==> config.mk <==
export PLATFORM = sky130hd
export DESIGN_NAME = distortion_scheduler
export DESIGN_NICKNAME = d
export VERILOG_FILES = /design/src/rtl/effects_pkg.sv /design/src/rtl/issue_delay_counter.sv /design/src/rtl/distortion_scheduler.sv
export SDC_FILE = /design/constraint.sdc
export NUM_CORES = 1
export LEC_CHECK = 0
export ABC_AREA = 0
export CORE_ASPECT_RATIO = 1.5
export CORE_MARGIN = 2
export CORE_UTILIZATION = 43
export DETAILED_ROUTE_END_ITERATION = 10
export PLACE_DENSITY = 0.77
export RECOVER_POWER = 50
export SYNTH_ARGS = -nofsm -noshare
export SYNTH_HDL_FRONTEND = slang
export SYNTH_HIERARCHICAL = 1
export SYNTH_SLANG_ARGS = --single-unit
==> constraint.sdc <==
create_clock -name clk -period 1.76 [get_ports clk]
set_clock_uncertainty 0.1 [all_clocks]
set_input_delay 0.352 -clock clk [delete_from_list [all_inputs] [get_ports clk]]
set_output_delay 0.352 -clock clk [all_outputs]
set_load 0.02 [all_outputs]
==> src/rtl/effects_pkg.sv <==
// Shared types and defaults for the effects datapath blocks.
// Latency: n/a (declarations only).
// Backpressure: n/a (declarations only).
package effects_pkg;

  // Default datapath widths for the effects chain.
  localparam int SAMPLE_W_DEF = 16;
  localparam int GAIN_W_DEF   = 11;

  // Largest shared-pipeline latency the scheduler supports. The capture
  // counter has to reach PIPE_LAT+1, so 4 bits covers the whole range.
  localparam int PIPE_LAT_MAX = 7;
  localparam int DLY_CNT_W    = 4;

  // Scheduler FSM. The left sample is issued first, then the right sample,
  // then both results drain back from the shared pipeline.
  typedef enum logic [2:0] {
    ST_IDLE    = 3'd0,
    ST_ISSUE_L = 3'd1,
    ST_ISSUE_R = 3'd2,
    ST_DRAIN   = 3'd3,
    ST_HOLD    = 3'd4
  } sched_state_t;

endpackage

==> src/rtl/issue_delay_counter.sv <==
// Counts cycles from the left-issue cycle to time both result captures.
// Latency: cap_left PIPE_LAT cycles after start, cap_right one cycle later.
// Backpressure: none; a start pulse restarts the count unconditionally.
//
// Ports:
//   clk, rst_n  clock and async active-low reset
//   start       high during the ISSUE_L cycle
//   cap_left    capture dist_result as the left result this cycle
//   cap_right   capture dist_result as the right result this cycle
module issue_delay_counter
  import effects_pkg::*;
#(
  parameter int PIPE_LAT = 2
) (
  input  logic clk,
  input  logic rst_n,
  input  logic start,
  output logic cap_left,
  output logic cap_right
);

  // Count value seen during the cycle that is k cycles after the issue cycle
  // is k, so the captures land on exact counter matches.
  localparam logic [DLY_CNT_W-1:0] CAP_L_CNT = DLY_CNT_W'(PIPE_LAT);
  localparam logic [DLY_CNT_W-1:0] CAP_R_CNT = DLY_CNT_W'(PIPE_LAT + 1);

  logic [DLY_CNT_W-1:0] cnt;
  logic                 run;

  always_ff @(posedge clk or negedge rst_n) begin
    if (!rst_n) begin
      cnt <= '0;
      run <= 1'b0;
    end else if (start) begin
      cnt <= DLY_CNT_W'(1);
      run <= 1'b1;
    end else if (run) begin
      if (cnt == CAP_R_CNT) begin
        // Both results captured; park until the next issue.
        cnt <= '0;
        run <= 1'b0;
      end else begin
        cnt <= cnt + DLY_CNT_W'(1);
      end
    end
  end

  assign cap_left  = run && (cnt == CAP_L_CNT);
  assign cap_right = run && (cnt == CAP_R_CNT);

endmodule

==> src/rtl/distortion_scheduler.sv <==
// Time-shares one distortion pipeline between the left and right channels.
// Latency: accept to out_valid is PIPE_LAT+3 cycles; one frame per PIPE_LAT+5 cycles.
// Backpressure: result held in HOLD until out_ready; in_ready low while a frame is in flight.
//
// Ports:
//   clk, rst_n              clock and async active-low reset
//   in_valid/in_ready       stereo frame input handshake
//   in_left, in_right       input samples
//   gain_l, gain_r          per-channel gains, sampled at accept
//   dist_sample, dist_gain  issue port to the shared pipeline (0 when not issuing)
//   dist_result             pipeline result, PIPE_LAT cycles after issue
//   out_valid/out_ready     processed frame output handshake
//   out_left, out_right     processed samples, stable while out_valid
//   busy                    high whenever the FSM is not IDLE
//
// PIPE_LAT must be in 1..PIPE_LAT_MAX.
module distortion_scheduler
  import effects_pkg::*;
#(
  parameter int SAMPLE_W = SAMPLE_W_DEF,
  parameter int GAIN_W   = GAIN_W_DEF,
  parameter int PIPE_LAT = 2
) (
  input  logic                clk,
  input  logic                rst_n,
  input  logic                in_valid,
  output logic                in_ready,
  input  logic [SAMPLE_W-1:0] in_left,
  input  logic [SAMPLE_W-1:0] in_right,
  input  logic [GAIN_W-1:0]   gain_l,
  input  logic [GAIN_W-1:0]   gain_r,
  output logic [SAMPLE_W-1:0] dist_sample,
  output logic [GAIN_W-1:0]   dist_gain,
  input  logic [SAMPLE_W-1:0] dist_result,
  output logic                out_valid,
  input  logic                out_ready,
  output logic [SAMPLE_W-1:0] out_left,
  output logic [SAMPLE_W-1:0] out_right,
  output logic                busy
);

  sched_state_t        state;
  logic [SAMPLE_W-1:0] lat_right;
  logic [GAIN_W-1:0]   lat_gain_r;
  logic                cap_left;
  logic                cap_right;
  logic                in_hs;
  logic                out_hs;

  assign in_hs  = in_valid && in_ready;
  assign out_hs = out_valid && out_ready;

  issue_delay_counter #(
    .PIPE_LAT (PIPE_LAT)
  ) u_issue_delay_counter (
    .clk       (clk),
    .rst_n     (rst_n),
    .start     (state == ST_ISSUE_L),
    .cap_left  (cap_left),
    .cap_right (cap_right)
  );

  // All outputs are registered alongside the state. The left sample and
  // gain are loaded straight into the issue registers at accept, so those
  // registers are the left latch; only the right side needs its own latch.
  always_ff @(posedge clk or negedge rst_n) begin
    if (!rst_n) begin
      state       <= ST_IDLE;
      in_ready    <= 1'b0;
      busy        <= 1'b0;
      out_valid   <= 1'b0;
      dist_sample <= '0;
      dist_gain   <= '0;
      lat_right   <= '0;
      lat_gain_r  <= '0;
      out_left    <= '0;
      out_right   <= '0;
    end else begin
      case (state)
        ST_IDLE: begin
          if (in_hs) begin
            lat_right   <= in_right;
            lat_gain_r  <= gain_r;
            dist_sample <= in_left;
            dist_gain   <= gain_l;
            in_ready    <= 1'b0;
            busy        <= 1'b1;
            state       <= ST_ISSUE_L;
          end else begin
            // in_ready rises one cycle into IDLE, so the HOLD exit cycle
            // and the first IDLE cycle never accept.
            in_ready <= 1'b1;
          end
        end

        ST_ISSUE_L: begin
          dist_sample <= lat_right;
          dist_gain   <= lat_gain_r;
          state       <= ST_ISSUE_R;
        end

        ST_ISSUE_R: begin
          dist_sample <= '0;
          dist_gain   <= '0;
          state       <= ST_DRAIN;
        end

        ST_DRAIN: begin
          // The right capture is always at least one cycle into DRAIN.
          if (cap_right) begin
            out_valid <= 1'b1;
            state     <= ST_HOLD;
          end
        end

        ST_HOLD: begin
          if (out_hs) begin
            out_valid <= 1'b0;
            busy      <= 1'b0;
            state     <= ST_IDLE;
          end
        end

        default: begin
          state       <= ST_IDLE;
          in_ready    <= 1'b0;
          busy        <= 1'b0;
          out_valid   <= 1'b0;
          dist_sample <= '0;
          dist_gain   <= '0;
        end
      endcase

      // Captures only fire before HOLD, so the output pair is stable there.
      if (cap_left) begin
        out_left <= dist_result;
      end
      if (cap_right) begin
        out_right <= dist_result;
      end
    end
  end

endmodule

==> out/metrics.yaml <==
floorplan:
  rows: 46
  core_area_sq_um: 10590
  die_h_microns: 131.8
  start_util_pct: 44.23
  dieWidth_microns: 89.22
  die_area_sq_um: 11760
  ioPinCount: 136
grt:
  antenna_found_initial: 0
  grt.met2_usage_pct: 35.06
  grt.total_usage_pct: 20.37
  use_met1_pct: 24.16
  grt_pass1_wl_microns: 18620
  grt_max_degree: 41
  grt_pass1_vias: 3857
  use_met3_pct: 4.508
  globalRouteOverflowTotal: 0
  top_usage_layer: "met2"
yosys:
  synth-edff-count: 0
  synth.area.top_cells: "dfrtp_1, mux2_2, a221oi_2"
  synth_common_cells: "dfrtp_1, mux2_2, nor2_1, nand2_1, nand2b_1"
  yosysWarnings: 6
  yosysTopAreaCell: "dfrtp_1"
  synth_area_sq_um: 4684
  syn_nets: 465
  synth_cells: 389
  synth_seq_cells: 97
  synth_top_area_share_pct: 51.82
  avgSynthCellArea_sq_um: 12.04
  synth_most_common_cell: "dfrtp_1"
  async_flop_share_pct: 100.0
  synth_cell_types: 42
  ys.flop_type: "dfrtp_1"
  ys_seq_area_share_pct: 51.82
setup_path:
  timing.rr.start: "u_issue_delay_counter/cnt[0]"
  cp_max_fo: 6
  reg2regPathDepth: 6
  worstPathRequired_ns: 1.89
  endpoint: "out_left[5]"
  r2r_end: "out_left[5]"
  cp-end-kind: "flop"
  startpoint_type: "flop"
  reg2reg_slack_ns: 0.09
  cp.arrival_ns: 1.79
  path_class: "flop to flop"
  startpoint: "u_issue_delay_counter/cnt[0]"
job:
  cap_violations: 0
timing:
  finalHoldViolations: 0
  setup_viol_count_final: 0
  slew-limit-headroom_pct: 64.96
  setup-tns-final_ns: 0
  fin_crit_sh_pct: 94.79
  fmax_ghz: 0.5994
  rsz0062_at_grt: "no"
  drv_slew: 0
  fin_ws_ns: 0.09172
  finalCriticalPeriod_ns: 1.668
  worst_pin_slew_ns: 0.5256
power:
  powerDensity_nw_per_um2: 1590
  max-vdd-ir-drop_mv: 0.7145
  total_power_mw: 10.33
  leakage_nw: 2.959
routing:
  drtIter0Drc: 210
  num_vias: 3487
  drt_wl_total_microns: 11490
  post_drt_wl_per_cell_microns: 16.86
  drcViolationCount: 0
  vias_per_cell: 5.120
  antenna_left: 0
  drt_first_pass_iters: 4
clock_network:
  clock-sinks: 97
  cts_tree: "yes"
  clkLatencyLatePin_ns: 0.34
  cts-root-buf: "clkbuf_16"
  post_cts_buffers: 0
  cts_made_buffers: 9
  max-clock-path-buffers: 2
  htreeDepth: 3
  clk_pin_slew_ns: 0.07
status:
  outcome: "finished, final reports clean"
finish:
  layout.nets: 608
  post-route-util_pct: 61.32
  layout-drive-gt1-share_pct: 21.79
  final_cells: 681
  fillCellCount: 937
  area_growth_pct: 38.62
  n_antenna_cell: 0
placement:
  globalplace.congestion: 0.8301
  io_buffers: 135
  placedCellCount: 664
  hpwl_microns: 8280
  dp_slack_ns: -0.1078
min_path:
  hold_path.class: "flop to flop"
[final cells by class]
class	count	area [sq um]	area share (%)
inverters	28	105.1	1.618
clock buffers	11	252.7	3.892
well taps	144	180.2	2.775
clock inverters	5	77.57	1.195
multi-input cells	237	1998	30.77
flip-flops and latches	97	2427	37.38
repair buffers	159	1453	22.37
[layer usage]
metal | share of wire [%] | vias to the layer above
li1 | - | 1618
met1 | 39 | 1745
met2 | 54 | 106
met3 | 5.4 | 18
met4 | 2.2 | 0
met5 | 0 | -
[where the power goes]
group	total (mW)	internal (mW)	switching, mW	leakage [nW]
Clock	2.14	1.32	0.820	0.162
Sequential	3.75	3.17	0.582	1.22
Combinational	4.44	2.18	2.26	1.58
Total	10.3	6.67	3.66	2.96
[through the flow]
stage	hold slack, ns	area, sq um
2_1_floorplan	-0.04359	4684
3_3_place_gp	0.1501	6304
3_5_place_dp	0.1573	6304
4_1_cts	0.3365	6578
5_1_grt	0.4196	6494
6_report	0.4022	6494
[cells by family after synthesis]
logic type | Yosys count | synth area share (%)
buffers and inverters | 55 | 5.609
adder cells (fa/ha/maj) | 2 | 0.5341
AND/OR/NAND/NOR | 108 | 11.99
flip-flops | 97 | 51.82
AO/OA/AOI/OAI | 67 | 14.10
multiplexers | 60 | 15.95
[repair_timing]
action,in CTS,in global routing
gates cloned,0,0
pin swaps,0,0
resized for setup,53,10
hold endpoints to repair,18,0
setup endpoints to repair,53,18
hold buffers,1,0
[worst min path at each step]
stage,start,to,depth (start not counted)
floorplan,rst_n,busy,0
global placement,rst_n,lat_gain_r[5],1
detailed placement,rst_n,lat_gain_r[5],1
CTS,rst_n,lat_gain_r[5],2
global route,out_right[2],out_right[2],1
finish,lat_gain_r[10],lat_gain_r[10],1
[state kept, by name (all words and copies together), names as in the netlist]
| signal | cells |
|---|---|
| dist_sample | 16 |
| out_valid | 1 |
| lat_right | 16 |
| u_issue_delay_counter/run | 1 |
| in_ready | 1 |
| lat_gain_r | 11 |
| out_right | 16 |
| dist_gain | 11 |
| busy | 1 |
| state | 3 |
| u_issue_delay_counter/cnt | 4 |
| out_left | 16 |
[cell usage in the layout (no fill, tap or decap), drive strengths merged, types with 3 or more instances in the layout]
master          n
a21o           28
a221oi         27
and3            3
buf            22
clkbuf         22
clkdlybuf4s50  72
dfrtp          97
dlygate4sd2    53
inv            28
mux2           60
nand2          30
nand2b         30
nor2           32
nor2b           4
[critical path: stages (launching register included)]
cell,delay (ns)
dfrtp_1,0.38
buf_4,0.15
inv_1,0.06
ha_1,0.14
and3_1,0.21
buf_4,0.18
mux2_2,0.34
Note: power is estimated with default switching activity, not from simulation.
